<file path="config.mk">
export PLATFORM = sky130hd
export DESIGN_NAME = dlyctl_rr_flat
export DESIGN_NICKNAME = d
export VERILOG_FILES = /design/src/rtl/dlyctl_rr_if.sv /design/src/rtl/dlyctl_rr.sv /design/src/flat_wrapper.sv
export SDC_FILE = /design/constraint.sdc
export NUM_CORES = 1
export LEC_CHECK = 0
export ABC_AREA = 1
export CORE_ASPECT_RATIO = 1.25
export CORE_MARGIN = 1.5
export CORE_UTILIZATION = 30
export CTS_CLUSTER_DIAMETER = 80
export DETAILED_ROUTE_END_ITERATION = 10
export GPL_TIMING_DRIVEN = 1
export SLEW_MARGIN = 0
export SYNTH_ARGS = -nofsm -noshare
export SYNTH_HDL_FRONTEND = slang
export SYNTH_SLANG_ARGS = --single-unit
</file>
<file path="constraint.sdc">
create_clock -name clk -period 2.9 [get_ports clk]
set_input_delay 0.29 -clock clk [delete_from_list [all_inputs] [get_ports clk]]
set_output_delay 0.29 -clock clk [all_outputs]
set_load 0.02 [all_outputs]
</file>
<file path="src/rtl/dlyctl_rr_if.sv">
// Request/grant bundle between the requesters and the shared delay timer.
// master = requester side, slave = dlyctl_rr.
interface dlyctl_rr_if #(
   parameter int N  = 4,
   parameter int DW = 4,
   parameter int IW = 2
);
   logic [N-1:0]    req;
   logic [N*DW-1:0] dly_cfg;
   logic            clr;
   logic [N-1:0]    gnt;
   logic            busy;
   logic            done;
   logic [IW-1:0]   done_id;

   modport master (
      output req, dly_cfg, clr,
      input  gnt, busy, done, done_id
   );

   modport slave (
      input  req, dly_cfg, clr,
      output gnt, busy, done, done_id
   );
endinterface

</file>
<file path="src/rtl/dlyctl_rr.sv">
// Round-robin scheduler that time-shares one programmable down-counter among
// N requesters, pulsing done with the owner's index when its delay expires.
module dlyctl_rr #(
   parameter int N  = 4,
   parameter int DW = 4,
   parameter int IW = 2
) (
   input  logic         clk,
   input  logic         rst,
   dlyctl_rr_if.slave   bus
);

   localparam logic [1:0] S_IDLE = 2'd0;
   localparam logic [1:0] S_RUN  = 2'd1;
   localparam logic [1:0] S_DONE = 2'd2;
   localparam int         SW     = IW + 1;

   logic [N-1:0][DW-1:0] cfg;
   assign cfg = bus.dly_cfg;

   logic [1:0]    state_q, state_d;
   logic [DW-1:0] cnt_q, cnt_d;
   logic [IW-1:0] cur_id_q, cur_id_d;
   logic [IW-1:0] ptr_q, ptr_d;
   logic [N-1:0]  gnt_q, gnt_d;
   logic          busy_q, busy_d;
   logic          done_q, done_d;
   logic [IW-1:0] done_id_q, done_id_d;

   logic          win_vld;
   logic [IW-1:0] win_id;
   logic [SW-1:0] sum;

   // Search starts one past the last winner, so it can only win again when alone.
   always_comb begin
      win_vld = 1'b0;
      win_id  = '0;
      sum     = '0;
      for (int k = 1; k <= N; k++) begin
         sum = {1'b0, ptr_q} + SW'(k);
         if (sum >= SW'(N)) sum = sum - SW'(N);
         if (!win_vld && bus.req[sum[IW-1:0]]) begin
            win_vld = 1'b1;
            win_id  = sum[IW-1:0];
         end
      end
   end

   always_comb begin
      state_d   = state_q;
      cnt_d     = cnt_q;
      cur_id_d  = cur_id_q;
      ptr_d     = ptr_q;
      gnt_d     = '0;
      done_d    = 1'b0;
      done_id_d = '0;
      case (state_q)
         S_IDLE, S_DONE: begin
            state_d = S_IDLE;
            if (!bus.clr && win_vld) begin
               state_d       = S_RUN;
               gnt_d[win_id] = 1'b1;
               cnt_d         = cfg[win_id];
               cur_id_d      = win_id;
               ptr_d         = win_id;
            end
         end
         S_RUN: begin
            if (bus.clr) begin
               state_d = S_IDLE;
               cnt_d   = '0;
            end else if (cnt_q == '0) begin
               state_d   = S_DONE;
               done_d    = 1'b1;
               done_id_d = cur_id_q;
            end else begin
               cnt_d = cnt_q - 1'b1;
            end
         end
         default: begin
            state_d = S_IDLE;
            cnt_d   = '0;
         end
      endcase
      busy_d = (state_d != S_IDLE);
   end

   always_ff @(posedge clk or negedge rst) begin
      if (!rst) begin
         state_q   <= S_IDLE;
         cnt_q     <= '0;
         cur_id_q  <= '0;
         ptr_q     <= IW'(N - 1);
         gnt_q     <= '0;
         busy_q    <= 1'b0;
         done_q    <= 1'b0;
         done_id_q <= '0;
      end else begin
         state_q   <= state_d;
         cnt_q     <= cnt_d;
         cur_id_q  <= cur_id_d;
         ptr_q     <= ptr_d;
         gnt_q     <= gnt_d;
         busy_q    <= busy_d;
         done_q    <= done_d;
         done_id_q <= done_id_d;
      end
   end

   assign bus.gnt     = gnt_q;
   assign bus.busy    = busy_q;
   assign bus.done    = done_q;
   assign bus.done_id = done_id_q;

endmodule

</file>
<file path="src/flat_wrapper.sv">
// flat-port wrapper written by rule: the top's interface ports become plain ports
module dlyctl_rr_flat 
#(
   parameter int N  = 4,
   parameter int DW = 4,
   parameter int IW = 2
)
  (clk, rst, bus_req, bus_dly_cfg, bus_clr, bus_gnt, bus_busy, bus_done, bus_done_id);
  dlyctl_rr_if #(.N(N), .DW(DW), .IW(IW)) bus_i ();
  input  logic clk;
  input  logic rst;
  input wire logic [$bits(bus_i.req)-1:0] bus_req;
  input wire logic [$bits(bus_i.dly_cfg)-1:0] bus_dly_cfg;
  input wire logic [$bits(bus_i.clr)-1:0] bus_clr;
  output wire logic [$bits(bus_i.gnt)-1:0] bus_gnt;
  output wire logic [$bits(bus_i.busy)-1:0] bus_busy;
  output wire logic [$bits(bus_i.done)-1:0] bus_done;
  output wire logic [$bits(bus_i.done_id)-1:0] bus_done_id;
  assign bus_i.req = bus_req;
  assign bus_i.dly_cfg = bus_dly_cfg;
  assign bus_i.clr = bus_clr;
  assign bus_gnt = bus_i.gnt;
  assign bus_busy = bus_i.busy;
  assign bus_done = bus_i.done;
  assign bus_done_id = bus_i.done_id;
  dlyctl_rr #(.N(N), .DW(DW), .IW(IW)) u_core (.clk(clk), .rst(rst), .bus(bus_i));
endmodule
</file>
== After elaboration in Yosys (flattened, before gate mapping) ==
Cells that the tools add are included.
Word-level totals
  flip-flop bits (word level): 18
  logic and storage cells: 86
Operators by class
  add/subtract/negate cells: 9
  $lt $le $gt $ge: 10
  equality and inequality tests: 4
  multiplexer cells: 40
  reductions and logical operators: 15
Operator list (number)
  2-bit 2-to-1 mux: 13
  4-bit 2-to-1 mux: 6
  2-bit by 3-bit < comparator with 1-bit output (second input constant): 5
  1-bit 2-to-1 mux: 13
  3-bit greater-or-equal comparator (second input constant): 4
  1-bit binary-select mux with 2-bit select: 4
  4-bit binary-select mux with 2-bit select: 1
  4-bit one-hot mux with 2 select lines: 1
  2-bit by 1-bit subtractor with 2-bit output (second input constant): 4
  2-bit by 2-bit adder with 3-bit output (second input constant): 2
  1-bit logical AND: 5
  1-bit zero test: 4
  4-bit zero test: 1
  2-bit one-hot mux with 2 select lines: 1
  2-bit AND reduction: 2
  4-bit by 1-bit subtractor with 4-bit output (second input constant): 1
  2-bit by 1-bit adder with 3-bit output (second input constant): 1
  2-bit by 3-bit adder with 3-bit output (second input constant): 1
  3-bit != test (second input constant): 1
  1-bit demux with 2-bit select: 1
  2-bit by 1-bit == test with 1-bit output (second input constant): 1
  2-bit == test (second input constant): 1
  2-bit by 1-bit greater-or-equal comparator with 1-bit output (second input constant): 1
  2-bit zero test: 1
  3 further kinds: 3

== Depth between registers and ports, before layout ==
Gate-level depths: netlist of run 1.
  depth in word-level cells: 21
  depth in mapped cells: 16

== Worst setup path after synthesis of run 1 ==
OpenSTA, ideal clock, no wires.
  path type: reg-to-reg
  start point: register u_core.ptr_q[0]
  end point: register u_core.cnt_q[3]
  data arrival time: 1641 ps
  setup slack: 1143 ps
  cell stages (with the launch flop): 16
  path buffers: 2
  period minus slack after synthesis: 1757 ps
  cell sequence: dfstp_2 buf_6 inv_6 nand2_1 nand2_1 nand2_2 nand2_4 inv_2 nand3_2 buf_6 nand4_1 nand3_1 nand3_1 nand2_1 nand2_1 nand2_1
On the way
  word-level cells in the longest chain between the ends: 19
  elaborated cells on any way between the ends: 45
  classes of those cells: add/sub (8); order compare (4); eq/ne (1); mux (24); reduce/logical (8)
RTL lines
  start: declaration: RTL line dlyctl_rr.sv:24  | logic [IW-1:0] ptr_q, ptr_d;
  start signal: assignment: RTL line dlyctl_rr.sv:93  | ptr_q <= IW'(N - 1);
  start signal: assignment: RTL line dlyctl_rr.sv:102  | ptr_q <= ptr_d;
  2-bit by 1-bit adder with 3-bit output: RTL line dlyctl_rr.sv:40  | sum = {1'b0, ptr_q} + SW'(k);
  3-bit greater-or-equal comparator or 2-bit by 1-bit subtractor with 2-bit output (tied branches): RTL line dlyctl_rr.sv:41  | if (sum >= SW'(N)) sum = sum - SW'(N);
  2-bit 2-to-1 mux: RTL line dlyctl_rr.sv:41
  1-bit binary-select mux with 2-bit select: RTL line dlyctl_rr.sv:42  | if (!win_vld && bus.req[sum[IW-1:0]]) begin
  1-bit 2-to-1 mux (implied by the code): RTL line dlyctl_rr.sv:42
  1-bit 2-to-1 mux: RTL line dlyctl_rr.sv:42
  1-bit zero test: RTL line dlyctl_rr.sv:42
  1-bit logical AND: RTL line dlyctl_rr.sv:42
  [... 3 more ...]
  1-bit 2-to-1 mux: RTL line dlyctl_rr.sv:42
  1-bit zero test: RTL line dlyctl_rr.sv:42
  1-bit logical AND: RTL line dlyctl_rr.sv:42
  2-bit 2-to-1 mux: RTL line dlyctl_rr.sv:42
  4-bit binary-select mux with 2-bit select: RTL line dlyctl_rr.sv:63  | cnt_d = cfg[win_id];
  4-bit 2-to-1 mux (implied by the code): RTL line dlyctl_rr.sv:63
  4-bit 2-to-1 mux: RTL line dlyctl_rr.sv:60  | if (!bus.clr && win_vld) begin
  4-bit one-hot mux with 2 select lines: RTL line dlyctl_rr.sv:57  | case (state_q)
  end signal: assignment: RTL line dlyctl_rr.sv:100  | cnt_q <= cnt_d;
  end: declaration: RTL line dlyctl_rr.sv:22  | logic [DW-1:0] cnt_q, cnt_d;
Parallel ways exist; a longest one is shown, timed or not. The select of a mux whose other input is x is not followed.
A chain may end at the register's enable or synchronous reset.

== Worst setup path after layout of run 1 ==
  start point: register u_core.ptr_q[0]
  end point: register u_core.cnt_q[1]
The elaborated chain is that of the path after synthesis.

==> impl_metrics.yaml, run 1 <==
global_routing:
  grt_pass1_wl_mm: 4.79
  grt_usage_pct: 13.5
  grt_max_degree: 19
  overflow: 0
  antenna_found_initial: 0
  grt_pass1_vias: 1103
synth:
  ys_ff_latch: 18
  synth_area_um2: 1280
  postSynthAreaPerCell_um2: 7.43
  netlist_instances: 172
  ys_types: 27
  syn_nets: 197
  yosysTopAreaCellShare_pct: 31.3
  synth_seq_area_share_pct: 35.4
  synth_area_leaders: "dfrtp_1, nand2_1, nand3_1"
  synth_top_area_cell: "dfrtp_1"
  ys_warn_count: 0
floorplan:
  core_area_um2: 4100
  start_util_pct: 31.2
  die_area_um2: 4670
  die_h_um: 76.0
  ios: 31
  rows: 26
  die_w_um: 61.4
detailed_routing:
  post_drt_wl_per_cell_um: 11.2
  routed_wl_mm: 2.89
  ant_nets: 0
  drc: 0
  avgViaCountPerCell: 4.47
  first_pass_iters: 4
  drtIter0Drc: 94
  via_count: 1158
timing:
  worstMarginPinSlew_ns: 0.800
  period_share_pct: 71.6
  hold_violations: 0
  slew_headroom_pct: 46.5
  skew_ns: 0.00409
  setup-violations-final: 0
  grt_setup_unrepaired: "false"
  fin_tns_setup_ns: 0
  finalMaxSlewViolations: 0
  min_period_ns: 2.08
  timing.fmax_mhz: 482
cells_and_area:
  fillCellCount: 464
  final_area_um2: 1670
  seq_area_um2: 453
  multi_input_area_um2: 712
  syn2layout_area_growth_pct: 30.9
  fin_util_pct: 40.8
  num_antenna_cells: 0
  final_layout_size_suffix_gt1_share_pct: 19.2
  nets: 229
critical_path:
  rr_worst_depth: 14
  r2r_setup_slack_ns: 0.82
  endpoint_kind: "flop"
  start_kind: "flop"
  worstPathRequired_ns: 3.09
  r2r_start: "u_core.ptr_q[0]"
  path_class: "flop to flop"
  worst-path-max-fanout: 11
  cp-endpoint: "u_core.cnt_q[1]"
  reg2reg_to: "u_core.cnt_q[1]"
  startpoint: "u_core.ptr_q[0]"
  arrival_ns: 2.27
cts:
  clock_sinks: 18
  ctsLongestPathBuffers: 2
  clock_latency_ns: 0.25
  root_buffer: "clkbuf_8"
  htreeDepth: 1
  cts_made_buffers: 3
  clk_pin_slew_worst_paths_ns: 0.07
  cts-resized-gates: 0
  cts_tree: "done"
  cts_setup_buffers: 0
  ctsHoldBuffers: 0
place:
  dp_hpwl_mm: 2.29
  dpl-instance-area_um2: 1620
  io_buffer_count: 30
  gp_congestion: 0.807
pwr:
  p_leak_nw: 0.830
  power_density_nw_per_um2: 1250
  ir_drop_v: 0.000294
status:
  status: "finished, final reports clean"
worst_hold_path:
  hold_class: "flop to flop"
run:
  maxCapViolCount: 0
synthesized netlist by cell type (all sizes together):
cell type / number
a21oi: 5
dfstp: 2
ha: 2
nand2: 69
nor3: 1
nand4: 8
or2: 1
o21ai: 5
buf: 3
dfrtp: 16
nor2: 12
xor2: 1
inv: 21
nand3: 26
state kept, by name (all words and copies together) (netlist names):
name and count:
u_core.cur_id_q 2, u_core.bus.busy 1, u_core.bus.gnt 4, u_core.cnt_q 4, u_core.ptr_q 2, u_core.bus.done 1, u_core.state_q 2, u_core.bus.done_id 2
final cells by class:
cell class	count	area share, %
Clock buffer	4	3.29
Sequential cell	18	27.1
Tap cell	56	4.19
Timing Repair Buffer	30	17.9
Inverter	21	5.01
Multi-Input combinational cell	130	42.5
through the flow:
stage	hold WS, ns	setup slack (ns)	std cells	power [mW]
3_3_place_gp	0.465	0.800	255	1.91
5_1_grt	0.491	0.560	259	2.32
4_1_cts	0.484	0.794	259	2.12
6_report	0.485	0.823	259	2.10
3_5_place_dp	0.468	0.792	255	1.91
2_1_floorplan	-0.00559	1.14	172	1.64
cells in the final DEF (no fill, tap or decap), drive strengths merged:
master,Yosys,routed
a21oi,5,5
clkbuf,0,4
clkdlybuf4s50,0,30
dfrtp,16,16
dfstp,2,2
ha,2,2
inv,21,21
nand2,69,69
nand3,26,26
nand4,8,8
nor2,12,12
nor3,1,1
o21ai,5,5
or2,1,1
xor2,1,1
cell families (layout without fill, tap and decap cells):
family | Yosys count | in the layout | synth area share [%]
flip-flops | 18 | 18 | 35.4
XOR/XNOR | 1 | 1 | 0.685
AO/OA/AOI/OAI | 10 | 10 | 5.97
adder cells (fa/ha/maj) | 2 | 2 | 1.96
AND/OR/NAND/NOR | 117 | 117 | 47.1
buffers and inverters | 24 | 55 | 8.90
critical path, cell delays in order (launching register included):
cell and delay, ns:
dfstp_2 0.69, inv_6 0.09, nand2_2 0.08, nand2_2 0.06, nand2_2 0.09, nand2_4 0.08
inv_2 0.07, nand3_2 0.23, nand3_4 0.22, nand2_1 0.07, nand3_1 0.06, nand3_1 0.08
nand2_1 0.07, nand2_1 0.05, nand2_1 0.06
worst min-delay path by stage:
stage	endpoint	start	slack [ns]	cells past startpoint
2_1_floorplan	u_core.bus.busy	rst	-0.006	0
3_5_place_dp	u_core.cnt_q[3]	u_core.cnt_q[3]	0.47	2
5_1_grt	u_core.cnt_q[3]	u_core.cnt_q[3]	0.49	2
4_1_cts	u_core.cnt_q[3]	u_core.cnt_q[3]	0.48	2
3_3_place_gp	u_core.cnt_q[1]	u_core.cnt_q[1]	0.47	2
6_report	u_core.cnt_q[3]	u_core.cnt_q[3]	0.48	2
routing by layer:
metal / global-route usage (%) / vias to the layer above / part of all wire, %
met2: 21.7 / 24 / 49
met3: 2.55 / 5 / 4.6
met1: 17.1 / 515 / 45
met5: 0 / - / 0
li1: - / 614 / -
met4: 5.74 / 0 / 2.0
report_power, final:
part	internal, mW	switching, mW
combinational	0.525	0.932
clock	0.120	0.0789
sequential	0.365	0.0760
(Power assumes the default switching activity.)
==> run 2, diff against run 1 <==
==> constraint.sdc (replaced) <==
create_clock -name clk -period 1.8 [get_ports clk]
set_input_delay 0.18 -clock clk [delete_from_list [all_inputs] [get_ports clk]]
set_output_delay 0.18 -clock clk [all_outputs]
set_load 0.02 [all_outputs]
==> impl_metrics.yaml, run 2 (synthesized netlist as in run 1, its figures left out) <==
worst_hold_path:
  hold_class: "input pin to async pin"
global_routing:
  grt_pass1_vias: 1187
  antenna_found_initial: 0
  overflow: 0
  grt_usage_pct: 14.0
  grt_max_degree: 19
  grt_pass1_wl_mm: 5.02
timing:
  period_share_pct: 105
  timing.fmax_mhz: 529
  worstMarginPinSlew_ns: 0.243
  finalMaxSlewViolations: 0
  min_period_ns: 1.89
  slew_headroom_pct: 83.8
  skew_ns: 0.00568
  setup-violations-final: 11
  hold_violations: 0
  grt_setup_unrepaired: "true"
  fin_ws_ns: -0.0914
  fin_tns_setup_ns: -0.668
detailed_routing:
  ant_nets: 0
  drc: 0
  drtIter0Drc: 39
  via_count: 1262
  first_pass_iters: 4
  routed_wl_mm: 3.11
  avgViaCountPerCell: 4.54
  post_drt_wl_per_cell_um: 11.2
cells_and_area:
  final_area_um2: 1880
  layout_common_cells: "nand2_1, clkdlybuf4s50_1, nand3_1"
  syn2layout_area_growth_pct: 46.9
  final_common_cell: "nand2_1"
  seq_area_um2: 453
  finalNonFillerCells: 278
  num_antenna_cells: 0
  nets: 248
  multi_input_area_um2: 766
  final_layout_size_suffix_gt1_share_pct: 29.3
  fillCellCount: 453
critical_path:
  endpoint_kind: "flop"
  worst-path-max-fanout: 7
  rr_worst_depth: 15
  worstPathRequired_ns: 1.95
  r2r_setup_slack_ns: -0.09
  path_class: "flop to flop"
  r2r_start: "u_core.ptr_q[0]"
  arrival_ns: 2.04
  start_kind: "flop"
  reg2reg_to: "u_core.cnt_q[1]"
place:
  pre_cts_slack_ns: -0.153
  dpl-instance-area_um2: 1740
  dp_hpwl_mm: 2.42
  gp_congestion: 0.878
  dp.cells: 271
  io_buffer_count: 30
pwr:
  total_power_mw: 3.91
  p_leak_nw: 0.941
  power_density_nw_per_um2: 2080
  ir_drop_v: 0.000590
cts:
  root_buffer: "clkbuf_8"
  cts_made_buffers: 3
  clock_latency_ns: 0.25
  ctsHoldBuffers: 0
  clock_sinks: 18
  htreeDepth: 1
  ctsLongestPathBuffers: 2
  clk_pin_slew_worst_paths_ns: 0.07
  cts_tree: "done"
status:
  violations: "setup timing"
  status: "complete, but fails checks"
floorplan:
  ios: 31
  core_area_um2: 4100
  die_w_um: 61.4
  rows: 26
  die_h_um: 76.0
  start_util_pct: 31.2
  die_area_um2: 4670
run:
  maxCapViolCount: 0
[run 2: changes by cell type in the layout (fill, tap and decap cells not counted), sizes merged]
cell   previous run  this run
nand3            26        27
buf               0        18
[run 2: stage by stage]
stage / hold WS (ns) / utilization, %
floorplan: -0.116 / -
global placement: 0.465 / 42.4
detailed placement: 0.473 / 42.4
CTS: 0.261 / 45.5
global route: 0.264 / 45.8
finish: 0.256 / 45.8
[run 2: critical path, cell delays in order, from the launching register on]
cell,delay (ns)
dfstp_2,0.56
buf_4,0.14
nand2_1,0.07
nand2_2,0.10
nand2_2,0.08
nand2_4,0.10
inv_2,0.06
nand2_2,0.08
nand2_4,0.08
buf_4,0.15
nand4_1,0.06
nand3_1,0.08
nand3_1,0.08
nand2_1,0.05
nand2_1,0.05
nand2_1,0.05
[run 2: how the worst max path moves through the flow]
| stage | slack (ns) | cells after the start | to | start |
|---|---|---|---|---|
| after detailed placement | -0.15 | 14 | u_core.cnt_q[0] | u_core.ptr_q[0] |
| after CTS | -0.09 | 13 | u_core.cnt_q[0] | u_core.ptr_q[0] |
| after global placement | -0.14 | 12 | u_core.cur_id_q[1] | bus_req[3] |
| after floorplan | 0.04 | 15 | u_core.cnt_q[3] | u_core.ptr_q[0] |
| after global routing | -0.24 | 15 | u_core.cnt_q[0] | u_core.ptr_q[0] |
| final | -0.09 | 15 | u_core.cnt_q[1] | u_core.ptr_q[0] |
[run 2: routing by layer]
layer,up-vias,GRT usage [%],wire (um)
met1,588,17.4,1330
li1,653,-,-
met2,19,23.8,1640
met3,2,2.21,98
met4,0,4.47,34
met5,-,0,0
[run 2: layout make-up]
type                            instances  area share (%)
Timing Repair Buffer                   48            23.9
Inverter                               21            4.60
Clock buffer                            4            2.93
Sequential cell                        18            24.1
Multi-Input combinational cell        131            40.8
Tap cell                               56            3.73
[run 2: timing repair]
action                                  in CTS  in global routing
pin swaps                                    4                  1
endpoints found under the setup margin      13                 14
gates cloned                                 0                  1
setup buffers                                2                  0
resized for setup                           13                  1
[run 2: power by group]
part           internal, mW  switching, mW
Sequential            0.586         0.0912
Combinational          1.21           1.70
Clock                 0.194          0.137
Total                  1.99           1.92
==> run 3, diff against run 2 <==
--- a/config.mk
+++ b/config.mk
@@ -6,6 +6,7 @@
 export NUM_CORES = 1
 export LEC_CHECK = 0
 export ABC_AREA = 1
+export ABC_CLOCK_PERIOD_IN_PS = 1800
 export CORE_ASPECT_RATIO = 1.25
 export CORE_MARGIN = 1.5
 export CORE_UTILIZATION = 30
==> results of run 3 <==
Final layout, timing and power as in run 2 (identical DEF).
